[src/rtl/mode7_scan.sv]
// mode7_scan: VGA pixel-rate scan generator for the Mode 7 renderer.
// Produces registered x/y, syncs, blanking, frame strobe and frame angle.
module mode7_scan #(
    parameter int DIV        = 4,
    parameter int H_DISPLAY  = 640,
    parameter int H_FRONT    = 16,
    parameter int H_SYNC     = 96,
    parameter int H_BACK     = 48,
    parameter int V_DISPLAY  = 480,
    parameter int V_FRONT    = 10,
    parameter int V_SYNC     = 2,
    parameter int V_BACK     = 33,
    parameter int ANGLE_INIT = 0,
    parameter int ANGLE_STEP = 1
) (
    input  logic        clk,
    input  logic        reset,
    input  logic        rot_cw,
    input  logic        rot_ccw,
    output logic        pixel_tick,
    output logic [15:0] x,
    output logic [15:0] y,
    output logic        hsync,
    output logic        vsync,
    output logic        video_on,
    output logic        frame_start,
    output logic [9:0]  angle
);

    localparam int H_TOTAL = H_DISPLAY + H_FRONT + H_SYNC + H_BACK;
    localparam int V_TOTAL = V_DISPLAY + V_FRONT + V_SYNC + V_BACK;
    localparam int DW      = $clog2(DIV);

    localparam logic [DW-1:0] DIV_LAST = DW'(DIV - 1);
    localparam logic [15:0]   H_LAST   = 16'(H_TOTAL - 1);
    localparam logic [15:0]   V_LAST   = 16'(V_TOTAL - 1);
    localparam logic [15:0]   H_VIS    = 16'(H_DISPLAY);
    localparam logic [15:0]   V_VIS    = 16'(V_DISPLAY);
    localparam logic [15:0]   HS_LO    = 16'(H_DISPLAY + H_FRONT);
    localparam logic [15:0]   HS_HI    = 16'(H_DISPLAY + H_FRONT + H_SYNC);
    localparam logic [15:0]   VS_LO    = 16'(V_DISPLAY + V_FRONT);
    localparam logic [15:0]   VS_HI    = 16'(V_DISPLAY + V_FRONT + V_SYNC);

    localparam logic [9:0]         A_INIT = 10'(ANGLE_INIT);
    localparam logic signed [10:0] A_STEP = 11'(ANGLE_STEP);
    localparam logic signed [10:0] A_FULL = 11'sd360;

    logic [DW-1:0] div_q, div_d;
    logic          tick_q, tick_d;
    logic [15:0]   x_q, x_d;
    logic [15:0]   y_q, y_d;
    logic          hsync_q, hsync_d;
    logic          vsync_q, vsync_d;
    logic          von_q, von_d;
    logic          fs_q, fs_d;
    logic [9:0]    angle_q, angle_d;

    logic               div_wrap;
    logic signed [10:0] a_up;
    logic signed [10:0] a_dn;

    // Next-state for divider and raster counters, outputs decoded from them
    always_comb begin
        div_wrap = (div_q == DIV_LAST);
        div_d    = div_wrap ? '0 : div_q + 1'b1;
        tick_d   = div_wrap;
        x_d      = x_q;
        y_d      = y_q;
        fs_d     = 1'b0;
        if (div_wrap) begin
            if (x_q == H_LAST) begin
                x_d = '0;
                if (y_q == V_LAST) begin
                    y_d  = '0;
                    fs_d = 1'b1;
                end else begin
                    y_d = y_q + 16'd1;
                end
            end else begin
                x_d = x_q + 16'd1;
            end
        end
        hsync_d = !((x_d >= HS_LO) && (x_d < HS_HI));
        vsync_d = !((y_d >= VS_LO) && (y_d < VS_HI));
        von_d   = (x_d < H_VIS) && (y_d < V_VIS);
    end

    // Angle steps once per frame, only in the frame_start clock
    always_comb begin
        a_up    = $signed({1'b0, angle_q}) + A_STEP;
        a_dn    = $signed({1'b0, angle_q}) - A_STEP;
        angle_d = angle_q;
        if (fs_q && (rot_cw ^ rot_ccw)) begin
            if (rot_cw) begin
                angle_d = (a_up >= A_FULL) ? 10'(a_up - A_FULL) : 10'(a_up);
            end else begin
                angle_d = a_dn[10] ? 10'(a_dn + A_FULL) : 10'(a_dn);
            end
        end
    end

    // State registers; reset lands on pixel (0,0) of an unstarted frame
    always_ff @(posedge clk or posedge reset) begin
        if (reset) begin
            div_q   <= '0;
            tick_q  <= 1'b0;
            x_q     <= '0;
            y_q     <= '0;
            hsync_q <= 1'b1;
            vsync_q <= 1'b1;
            von_q   <= 1'b1;
            fs_q    <= 1'b0;
            angle_q <= A_INIT;
        end else begin
            div_q   <= div_d;
            tick_q  <= tick_d;
            x_q     <= x_d;
            y_q     <= y_d;
            hsync_q <= hsync_d;
            vsync_q <= vsync_d;
            von_q   <= von_d;
            fs_q    <= fs_d;
            angle_q <= angle_d;
        end
    end

    assign pixel_tick  = tick_q;
    assign x           = x_q;
    assign y           = y_q;
    assign hsync       = hsync_q;
    assign vsync       = vsync_q;
    assign video_on    = von_q;
    assign frame_start = fs_q;
    assign angle       = angle_q;

endmodule

[config.mk]
export PLATFORM = sky130hd
export DESIGN_NAME = mode7_scan
export DESIGN_NICKNAME = d
export VERILOG_FILES = /design/src/rtl/mode7_scan.sv
export SDC_FILE = /design/constraint.sdc
export NUM_CORES = 1
export LEC_CHECK = 0
export ABC_AREA = 1
export BUFFER_PORTS_ARGS = -buffer_cell sky130_fd_sc_hd__buf_4
export CAP_MARGIN = 20
export CORE_MARGIN = 2
export CORE_UTILIZATION = 30
export CTS_CLUSTER_DIAMETER = 80
export DETAILED_ROUTE_END_ITERATION = 8
export HOLD_SLACK_MARGIN = 0.08
export PLACE_DENSITY = 0.45
export SYNTH_ARGS = -nofsm -noshare
export SYNTH_HDL_FRONTEND = slang
export SYNTH_SLANG_ARGS = --single-unit
[constraint.sdc]
create_clock -name clk -period 3.13 [get_ports clk]
set_clock_uncertainty 0.05 [all_clocks]
set_input_delay 0.4695 -clock clk [delete_from_list [all_inputs] [get_ports clk]]
set_output_delay 0.4695 -clock clk [all_outputs]
set_load 0.02 [all_outputs]
# == After elaboration in Yosys (flattened, before gate mapping) ==
# Index checks and enable logic that the tools add are counted.
# W data, S select, Z words.
# op_classes
addsub,7
order_cmp,7
n_eq_ne,3
mux,12
bitwise,1
reduce_logical,6
# ops
op,n
$mux W16,5
$add A16 B1 Y16 const B,2
$eq A16 B10 Y1 const B,2
$lt A16 B10 Y1 const B,2
$lt A16 B9 Y1 const B,2
$mux W10,3
$ge A16 B10 Y1 const B,1
$ge A16 B9 Y1 const B,1
$add A10 B1 Y11 const B,1
$ge A11 B10 Y1 const B,1
$sub A10 B1 Y11 const B,1
$add A10 B10 Y10 const B,1
$sub A10 B10 Y10 const B,1
$logic_and A1 B1 Y1,4
$mux W1,3
$add A2 B1 Y2 const B,1
$eq A2 B2 Y1 const B,1
$logic_not A1 Y1,2
$mux W2,1
$xor A1 B1 Y1,1
# word_totals
ff_bits,49
input_bits,4
output_inout_bits,47

# == Longest topological paths before layout ==
# Gate-level depths: netlist of run 1.
# logic_depth
depth_word,7
depth_mapped,16

# == Worst setup path after synthesis of run 1 ==
# No wires, ideal clock.
# synth_path
kind,register to register
from,register angle_q[0] (netlist: angle[0])
to,register angle_q[5] (netlist: angle[5])
setup_time_ps,73
arrival_time_ps,2266
path_slack_ps,741
path_stages_with_launch,17
path_buffers,0
cell_sequence,dfrtp_1 -> ha_1 -> inv_1 -> o21ai_0 -> nand2_1 -> ha_1 -> inv_1 -> nand3_1 -> o21bai_4 -> nand2_4 -> nand2_4 -> nand2_4 -> nand2_4 -> nand2_1 -> nand2_1 -> nand2_1 -> a21oi_2
# synth_between
elab_chain_cells,4
# synth_lines
element,line_no,text
start: declaration,56,"logic [9:0] angle_q, angle_d;"
start signal: assignment,123,angle_q <= angle_d;
$sub A10 B1 Y11 / $add A10 B1 Y11 (equally long branches),"91, 90",
"$add A10 B10 Y10, or another cell as far along",97,angle_d = a_dn[10] ? 10'(a_dn + A_FULL) : 10'(a_dn);
$mux W10 (on tied branches),"97, 95",
$mux W10 (*),94,if (rot_cw) begin
# Every way passes the cells marked *; elsewhere a longest branch is shown, timed or not.
# A chain may end at the register's enable or synchronous reset.

# == Worst setup path after layout of run 1 ==
# layout_path
from,register angle_q[0] (netlist: angle[0])
to,register angle_q[8] (netlist: angle[8])
# Same word-level chain as after synthesis.

==> results.txt, run 1 <==
status: completed
final net count: 640
post-cts resize count: 0
vias in the first global route: 3791
DP HPWL: 8890 µm
Non-Filler Instances: 801
die area: 14000 µm²
setup bufs post-CTS: 0
Hold Path Class: in2async
Crit-path slowest cell: dfrtp_1
Vias: 3837
worst path cell trace: ha_1 > inv_1 > o21ai_0 > nand2_1 > ha_1 > inv_1 > nand3_1 > o21bai_4 > nand2_4 > nand2_4 > nand2_4 > nand2_4 > nand2_1 > nand2_1 > nand2_1 > a21oi_2
Mapped Avg Cell Area: 6.82 µm²
Total GRT Usage: 16.6%
hold violation count in the final report: 0
# hold bufs at CTS: 0
VDD IR max: 0.176 mV
Max-slew headroom: 69.2%
Slew @ Worst Pin: 458 ps
CTS tree: built
io pins: 51
CP max stage delay: 510 ps
setup violators final: 0
Final TNS setup: 0 ps
TritonCTS buffer count: 5
remaining antenna violation count: 0
startpoint types: flip-flop
DIE WIDTH: 119 µm
Total Power: 1.19 mW
Yosys reg bits: 49
Tcrit/Tclk final: 83.2%
I/O Buffers: 50
Setup crit end kind: flip-flop
Syn. warnings: 0
n_diodes: 0
Yosys top cell by area: dfrtp_1
Tmin final: 2600 ps
dpl cells: 793
syn_nets: 589
power per standard cell area: 257 nW/µm²
clock buffer depth: 2
row count: 41
worst-path maximum fanout: 7
share of the synthesized area in the top cell type: 29.3%
vias per cell: 4.79
pin count of the biggest net entering global routing: 34
Synth cell types: 40
Clock transition at path regs: 60 ps
Post-Route WL: 11400 µm
top cells by area, synth: dfrtp_1, nand2_1, inv_1
Post-Synthesis Cell Area: 3930 µm²
WL/cell: 14.2 µm
initial antenna violation count: 0
1st-iter DRT viols: 226
first-pass GRT wire length: 19000 µm
TritonRoute pass-1 iters: 4
LEAKAGE: 2.29 nW
# DRC: 0
share of layout cells above drive strength 1: 18.4%
Critical Path RT: 3300 ps
htree depth: 2
post-synthesis sequential area ratio: 31.3%
RSZ-0062 raised after global routing: no
Worst Path Arrival: 2770 ps
core footprint: 12700 µm²
synthesis-to-finish area growth: 17.5%
CP Class: reg2reg
Starting Density: 30.9%
worst-skew pair later-pin latency: 290 ps
Die Height: 119 µm
Overflow after GRT: 0
max-cap violations: 0
Sinks on Clock Net: 49
fmax: 384 MHz
max-slew violations: 0
GPL Wtd Cong: 0.874
Synth Instances: 577
Root Buffer: clkbuf_16
flip-flops by register name, summed over array words and instances (netlist names):
name / flops
x: 16
y: 16
angle: 10
div_q: 2
frame_start: 1
hsync: 1
pixel_tick: 1
video_on: 1
vsync: 1
routing by layer:
metal,global-route usage (%),wire length [µm],vias up
li1,-,-,1955
met3,2.41,405,9
met4,3.57,110,0
met2,29.6,5580,97
met1,21.1,5260,1776
met5,0,0,-
synth_stat cells (all sizes together):
master / n
nand2: 152
inv: 96
nor2: 77
nand3: 59
dfrtp: 46
o21ai: 31
nand4: 28
nor3: 21
xor2: 18
a21oi: 17
ha: 8
buf: 6
clkbuf: 4
dfstp: 3
o21bai: 3
nand3b: 2
and2: 1
clkinv: 1
nor4: 1
o211ai: 1
or2: 1
xnor2: 1
final timing paths:
| check | start | to | slack (ps) | cells past startpoint |
|---|---|---|---|---|
| worst min-delay path | reset | angle[2]$_DFFE_PP0P_ | 110 | 2 |
| min in group clk | div_q[0]$_DFF_PP0_ | div_q[0]$_DFF_PP0_ | 380 | 1 |
| max in group asynchronous | reset | video_on$_DFF_PP1_ | 2110 | 3 |
| worst max-delay path | angle[0]$_DFFE_PP0P_ | angle[8]$_DFFE_PP0P_ | 530 | 16 |
| worst max register to register | angle[0]$_DFFE_PP0P_ | angle[8]$_DFFE_PP0P_ | 530 | 16 |
| worst min register to register | div_q[0]$_DFF_PP0_ | div_q[0]$_DFF_PP0_ | 380 | 1 |
cell families after synthesis:
| kind of cell | share of synthesized area (%) |
|---|---|
| flops | 31.3 |
| buf+inv | 11.1 |
| compound gates | 8.21 |
| xor+xnor | 4.71 |
| fa+ha+maj | 2.54 |
| simple gates | 42.1 |
report_power, final:
group | internal [mW] | switching [mW] | leakage, nW
combinational | 0.00442 | 0.0180 | 1.58
clock | 0.298 | 0.234 | 0.0652
sequential | 0.633 | 0 | 0.650
stage by stage:
step	setup WS (ps)	area, µm²	util [%]	hold slack [ps]
after global placement	672	4480	35.2	365
after CTS	551	4620	36.3	115
after detailed placement	562	4480	35.2	370
after global routing	258	4620	36.3	131
after floorplan	741	3930	-	353
final	526	4620	36.3	107
area by class of cell:
cell class                 instances  area, µm²
fill                            1416       8100
multi-input combinational        421       2270
sequential                        49       1230
timing repair buffer              54        405
inverter                          97        368
tap                              172        215
clock buffer                       8        136
worst max-delay path, delay by kind of cell, from the launching register on:
family | cells | cell delay, ps
buffers and inverters | 2 | 140
DFF | 1 | 510
adders and majority gates | 2 | 580
and+or+nand+nor | 9 | 780
AOI/OAI and AO/OA | 3 | 450
layout by cell type, fill, tap and decap left out, drive strengths merged:
cell type / count
a21oi: 17
and2: 1
buf: 54
clkbuf: 8
clkinv: 1
dfrtp: 46
dfstp: 3
ha: 8
inv: 96
nand2: 152
nand3: 59
nand3b: 2
nand4: 28
nor2: 77
nor3: 21
nor4: 1
o211ai: 1
o21ai: 31
o21bai: 3
or2: 1
xnor2: 1
xor2: 18
Note: power is estimated with default switching activity, not from simulation.
==> run 2: changes to the inputs <==
ABC_AREA = 0   (was 1)
PLACE_DENSITY = 0.46   (was 0.45)
clock period = 2.6 ns   (was 3.13 ns; I/O delays follow)
==> run 2 against run 1 <==
  * The flow now finishes with violations (setup timing)
  * Global-route usage about the same
  * Register-to-register slack worse by 800 ps
  * Routed wire length down 20%
  * Hold slack worse by 15 ps
  * Sequential share of layout area up 1.4 points
  * Cell count down 23%
  * Combinational power up 42%
  * First-iteration DRC count down 43%
  * Cell area down 4.9%
  * Largest power group unchanged
==> results.txt, run 2 <==
status: finished with violations
failing checks: setup timing
GPL Wtd Cong: 0.897 (+2.7%)
fmax: 348 MHz (-9.3%)
Synth cell types: 56 (+40%)
Setup crit end kind: flip-flop
Syn. warnings: 0 (unchanged)
cell mode on critical path: buf_4
TritonCTS buffer count: 5 (unchanged)
cell-internal power: 0.988 mW (+5.6%)
most frequent cells in the layout: buf_4, dfrtp_1, nand2_1
WL/cell: 14.7 µm (+4.0%)
Vias: 3092 (-19%)
CP max stage delay: 480 ps (-30 ps)
Clock Power Share: 37.6% (-7.2 points)
R2R setup slack: -270 ps (-800 ps)
worst path cell trace: ha_4 > or3b_4 > nor4_4 > buf_4 > buf_4 > and2_2 > buf_6 > a22o_1 > nor3b_2 > or4b_4 > or4_1
sw frac: 22.3% (+1.1 points)
Tcrit/Tclk final: 110% (+27 points)
post-synthesis sequential area ratio: 38.9% (+7.7 points)
Die Height: 107 µm (-10%)
Post-Synthesis Cell Area: 3160 µm² (-20%)
predominant post-synthesis flop cell: dfrtp_1
Yosys reg bits: 49 (unchanged)
Total Power: 1.27 mW (+7.0%)
Synth Instances: 365 (-37%)
die area: 11400 µm² (-19%)
r2r endpoint: vsync$_DFF_PP1_
vias in the first global route: 3036 (-20%)
Worst Path Buf+Inv: 3 (+1)
Worst Path Arrival: 3050 ps (+280 ps)
Post-Route WL: 9140 µm (-20%)
Starting Density: 30.7% (-0.18 points)
syn_nets: 377 (-36%)
remaining antenna violation count: 0 (unchanged)
share of the synthesized area in the top cell type: 36.4% (+7.2 points)
CP top delay family: simple AND/OR/NAND/NOR gates
TritonRoute pass-1 iters: 4 (unchanged)
VDD IR max: 0.180 mV (+2.0%)
worst-path maximum fanout: 7 (unchanged)
core footprint: 10300 µm² (-19%)
CP Class: reg2reg
P_sw: 0.283 mW (+12%)
most numerous cell in the Yosys netlist: dfrtp_1
Root Buffer: clkbuf_8
worst-skew pair later-pin latency: 300 ps (about the same)
RR Startpoint: x[1]$_DFF_PP0_
top cells by area, synth: dfrtp_1, xnor2_1, xor2_1
n_diodes: 0 (unchanged)
setup violators final: 2 (+2)
io pins: 51 (unchanged)
Max-slew headroom: 62.4% (-6.8 points)
Clock transition at path regs: 100 ps (+40 ps)
Crit-path slowest cell: or4b_4
Slew @ Worst Pin: 563 ps (+105 ps)
clock buffer depth: 2 (unchanged)
# DRC: 0 (unchanged)
RSZ-0062 raised after global routing: yes
initial antenna violation count: 0 (unchanged)
max-cap violations: 0 (unchanged)
met2 WL: 4260 µm (-24%)
Total GRT Usage: 16.5% (-0.042 points)
Reg power frac: 59.9% (+6.6 points)
Overflow after GRT: 0 (unchanged)
startpoint types: flip-flop
Yosys top cell by area: dfrtp_1
row count: 37 (-9.8%)
Tmin final: 2870 ps (+266 ps)
Mapped Avg Cell Area: 8.66 µm² (+27%)
final worst setup slack: -270 ps (-796 ps)
Hold Path Class: in2async
Post-synth ARST share: 100% (unchanged)
pin count of the biggest net entering global routing: 27 (-21%)
met1 wire length: 4500 µm (-14%)
CTS tree: built
hold violation count in the final report: 0 (unchanged)
Post-synth EDFFs: 0 (unchanged)
power per standard cell area: 289 nW/µm² (+13%)
highest metal used: met4
Final TNS setup: -435 ps (-435 ps)
met3 wire len: 260 µm (-36%)
final net count: 495 (-23%)
htree depth: 2 (unchanged)
Critical Path RT: 2780 ps (-520 ps)
commonest non-fill, non-tap cell in the layout: buf_4
Sinks on Clock Net: 49 (unchanged)
DIE WIDTH: 107 µm (-10%)
max-slew violations: 0 (unchanged)
most frequent cells after synthesis: dfrtp_1, nand2_1, nor2_1
1st-iter DRT viols: 128 (-43%)
DP HPWL: 7150 µm (-20%)
I/O Buffers: 50 (unchanged)
first-pass GRT wire length: 15100 µm (-20%)
R2R cell count: 11 (-5)
LEAKAGE: 2.03 nW (-12%)
Comb power frac: 2.5% (+0.6 points)
share of layout cells above drive strength 1: 32.6% (+14 points)
vias per cell: 4.99 (+4.1%)
synthesis-to-finish area growth: 39.1%
run 2: changes by cell type after synthesis, moves of 12 or more:
cell and delta:
clkbuf_1 +12, inv_1 -78, nand2_1 -95, nand3_1 -34, nand4_1 -17, nor2_1 -34, xnor2_1 +20
run 2: logic make-up after synthesis:
family	share of synthesized area, %
fa+ha+maj	3.17
flops	38.9
buf+inv	3.45
simple gates	28.9
compound gates	12.0
xor+xnor	11.6
mux	1.94
run 2: repair_timing:
item	4_1_cts	5_1_grt
pin swaps	3	4
resized for setup	2	5
buffers inserted	1	0
hold buffers	0	0
setup endpoints to repair	2	5
run 2: area by class of cell:
cell class                 instances  area (µm²)
tap                              136         170
clock buffer                       7        86.3
sequential                        49        1230
inverter                          13        48.8
timing repair buffer             127         970
fill                            1082        5880
clock inverter                     1        7.51
multi-input combinational        287        1880
run 2: worst max-delay path by stage:
| stage | from | end | depth (start not counted) |
|---|---|---|---|
| floorplan | x[0]$_DFF_PP0_ | vsync$_DFF_PP1_ | 8 |
| detailed placement | x[1]$_DFF_PP0_ | vsync$_DFF_PP1_ | 8 |
| finish | x[1]$_DFF_PP0_ | vsync$_DFF_PP1_ | 11 |
| global placement | x[1]$_DFF_PP0_ | vsync$_DFF_PP1_ | 8 |
| CTS | x[7]$_DFF_PP0_ | vsync$_DFF_PP1_ | 8 |
| global route | x[1]$_DFF_PP0_ | vsync$_DFF_PP1_ | 9 |
run 2: layer usage:
| layer | track usage (%) | vias to the layer above |
|---|---|---|
| li1 | - | 1548 |
| met1 | 23.4 | 1481 |
| met2 | 26.7 | 53 |
| met3 | 2.31 | 10 |
| met4 | 3.99 | 0 |
| met5 | 0 | - |
run 2: metrics by stage:
stage	hold slack [ps]	cells	worst slack [ps]	instance area (µm²)	util (%)
after detailed placement	369	611	-345	4250	41.4
final	92.3	620	-270	4400	42.8
after global placement	366	611	-275	4250	41.4
after CTS	104	620	-275	4360	42.4
after global routing	118	620	-358	4400	42.8
after floorplan	353	365	-257	3190	-
run 2: power groups by stage:
stage               Sequential [mW]  Combinational, mW  Clock [mW]
finish                        0.762             0.0319       0.478
global route                  0.762             0.0370       0.532
CTS                           0.762             0.0338       0.503
detailed placement            0.777             0.0337           0
global placement              0.777             0.0332           0
floorplan                     0.777             0.0177           0
==> run 3: changes to the inputs <==
==> constraint.sdc (replaced) <==
create_clock -name clk -period 2.6 [get_ports clk]
set_clock_uncertainty 0.05 [all_clocks]
set_input_delay 0.65 -clock clk [delete_from_list [all_inputs] [get_ports clk]]
set_output_delay 0.65 -clock clk [all_outputs]
set_load 0.02 [all_outputs]
==> run 3 against run 2 <==
  * Register-to-register slack lost 100 ps
  * Critical endpoint unchanged
  * The run still ends with setup timing left
  * Total power grew 7.1%
  * Critical path depth shrank 3
  * Largest power group unchanged
  * Setup slack lost 100 ps
  * Cell count grew 1.3%
  * Largest cell class unchanged
  * Clock power grew 19%
  * Cell area grew 1.6%
  * Routed wire length grew 0.54%
==> results.txt, run 3 (synthesis gave the netlist of run 2 again) <==
Final TNS setup: -617 ps (-182 ps)
io pins: 51 (unchanged)
Root Buffer: clkbuf_8
vias per cell: 5.04 (+1.1%)
CTS tree: built
DIE WIDTH: 107 µm (unchanged)
hold violation count in the final report: 0 (unchanged)
failing checks: setup timing
VDD IR max: 0.176 mV (-2.0%)
CP max stage delay: 570 ps (+90 ps)
r2r endpoint: vsync$_DFF_PP1_
max-cap violations: 0 (unchanged)
Max-slew headroom: 75.0% (+13 points)
core footprint: 10300 µm² (unchanged)
row count: 37 (unchanged)
Crit-path slowest cell: or4_4
worst path cell trace: or4_4 > nor4_4 > buf_4 > nand2_2 > o21ai_1 > nor3b_2 > or4b_4 > or4_1
Hold Path Class: in2async
fmax: 337 MHz (-3.4%)
DP HPWL: 7260 µm (+1.6%)
synthesis-to-finish area growth: 41.3%
RSZ-0062 raised after global routing: yes
pre-CTS setup slack: -322 ps (+23.3 ps)
Setup crit end kind: flip-flop
Overflow after GRT: 0 (unchanged)
I/O Buffers: 50 (unchanged)
pin count of the biggest net entering global routing: 27 (unchanged)
TritonCTS buffer count: 5 (unchanged)
# hold bufs at CTS: 0 (unchanged)
Die Height: 107 µm (unchanged)
Slew @ Worst Pin: 373 ps (-190 ps)
htree depth: 2 (unchanged)
commonest non-fill, non-tap cell in the layout: buf_4
final net count: 503 (+1.6%)
worst-path maximum fanout: 5 (-2)
vias in the first global route: 3125 (+2.9%)
power per standard cell area: 305 nW/µm² (+5.5%)
Sinks on Clock Net: 49 (unchanged)
P_sw: 0.276 mW (-2.6%)
remaining antenna violation count: 0 (unchanged)
Tcrit/Tclk final: 114% (+3.8 points)
setup violators final: 2 (unchanged)
R2R cell count: 8 (-3)
first-pass GRT wire length: 15400 µm (+1.8%)
Reg power frac: 55.9% (-4.0 points)
1st-iter DRT viols: 73 (-43%)
cell-internal power: 1.09 mW (+9.9%)
WL/cell: 14.6 µm (-0.74%)
Vias: 3167 (+2.4%)
RR Startpoint: x[10]$_DFF_PP0_
Post-Route WL: 9190 µm (+0.54%)
Worst Path Buf+Inv: 1 (-2)
Clock Power Share: 41.7% (+4.1 points)
startpoint types: flip-flop
initial antenna violation count: 0 (unchanged)
CP Class: reg2reg
max-slew violations: 0 (unchanged)
worst-skew pair later-pin latency: 300 ps (about the same)
n_diodes: 0 (unchanged)
Tmin final: 2970 ps (+99.7 ps)
sw frac: 20.3% (-2.0 points)
LEAKAGE: 2.06 nW (+1.6%)
CP top delay family: simple AND/OR/NAND/NOR gates
GPL Wtd Cong: 0.889 (-0.96%)
Critical Path RT: 2770 ps (about the same)
R2R setup slack: -370 ps (-100 ps)
fill cell count: 1040 (-3.9%)
TritonRoute pass-1 iters: 5 (+1)
final worst setup slack: -369 ps (-99.7 ps)
Total GRT Usage: 16.7% (+0.12 points)
Clock transition at path regs: 90 ps (about the same)
share of layout cells above drive strength 1: 33.7% (+1.1 points)
worst hold slack: 223 ps (+131 ps)
# DRC: 0 (unchanged)
clock buffer depth: 2 (unchanged)
Starting Density: 30.7% (unchanged)
Worst Path Arrival: 3140 ps (+90 ps)
utilization after layout: 43.5% (+0.68 points)
most frequent cells in the layout: buf_4, dfrtp_1, nand2_1
status: finished with violations
die area: 11400 µm² (unchanged)
Comb power frac: 2.4% (about the same)
[run 3: final cells by class]
type,count,area [µm²],area share [%]
multi-input combinational,287,1870,41.9
sequential,49,1230,27.6
timing repair buffer,135,1030,23.0
tap,136,170,3.81
clock buffer,7,86.3,1.93
inverter,13,48.8,1.09
clock inverter,1,30.0,0.672
[run 3: metrics by stage]
stage,power [mW],cell area [µm²],std cells
floorplan,0.794,3190,365
global placement,0.810,4290,616
detailed placement,0.811,4290,616
CTS,1.38,4410,624
global route,1.42,4470,628
finish,1.36,4470,628
[run 3: how the worst max path moves through the flow]
stage                         start              end  slack [ps]  cells after the start
floorplan            x[0]$_DFF_PP0_  vsync$_DFF_PP1_        -260                      8
global placement     x[6]$_DFF_PP0_  vsync$_DFF_PP1_        -310                      8
detailed placement   x[6]$_DFF_PP0_  vsync$_DFF_PP1_        -320                      8
CTS                  x[1]$_DFF_PP0_  vsync$_DFF_PP1_        -330                      8
global route        x[10]$_DFF_PP0_  vsync$_DFF_PP1_        -460                      8
finish              x[10]$_DFF_PP0_  vsync$_DFF_PP1_        -370                      8
[run 3: per-layer routing]
layer / wire length, µm / track usage (%)
met1: 4500 / 23.6
met2: 4200 / 26.7
met3: 346 / 2.49
met4: 131 / 4.17
met5: 0 / 0
[run 3: power groups by stage]
stage,clock network (mW),logic [mW],registers [mW]
final,0.568,0.0323,0.762
after global routing,0.624,0.0375,0.762
after global placement,0,0.0339,0.777
after floorplan,0,0.0177,0.777
after detailed placement,0,0.0342,0.777
after CTS,0.588,0.0344,0.762
[run 3: timing repair]
| item | 4_1_cts | 5_1_grt |
|---|---|---|
| setup buffers | 0 | 4 |
| resized for setup | 1 | 6 |
| setup endpoints to repair | 2 | 4 |
| pin swaps | 2 | 5 |
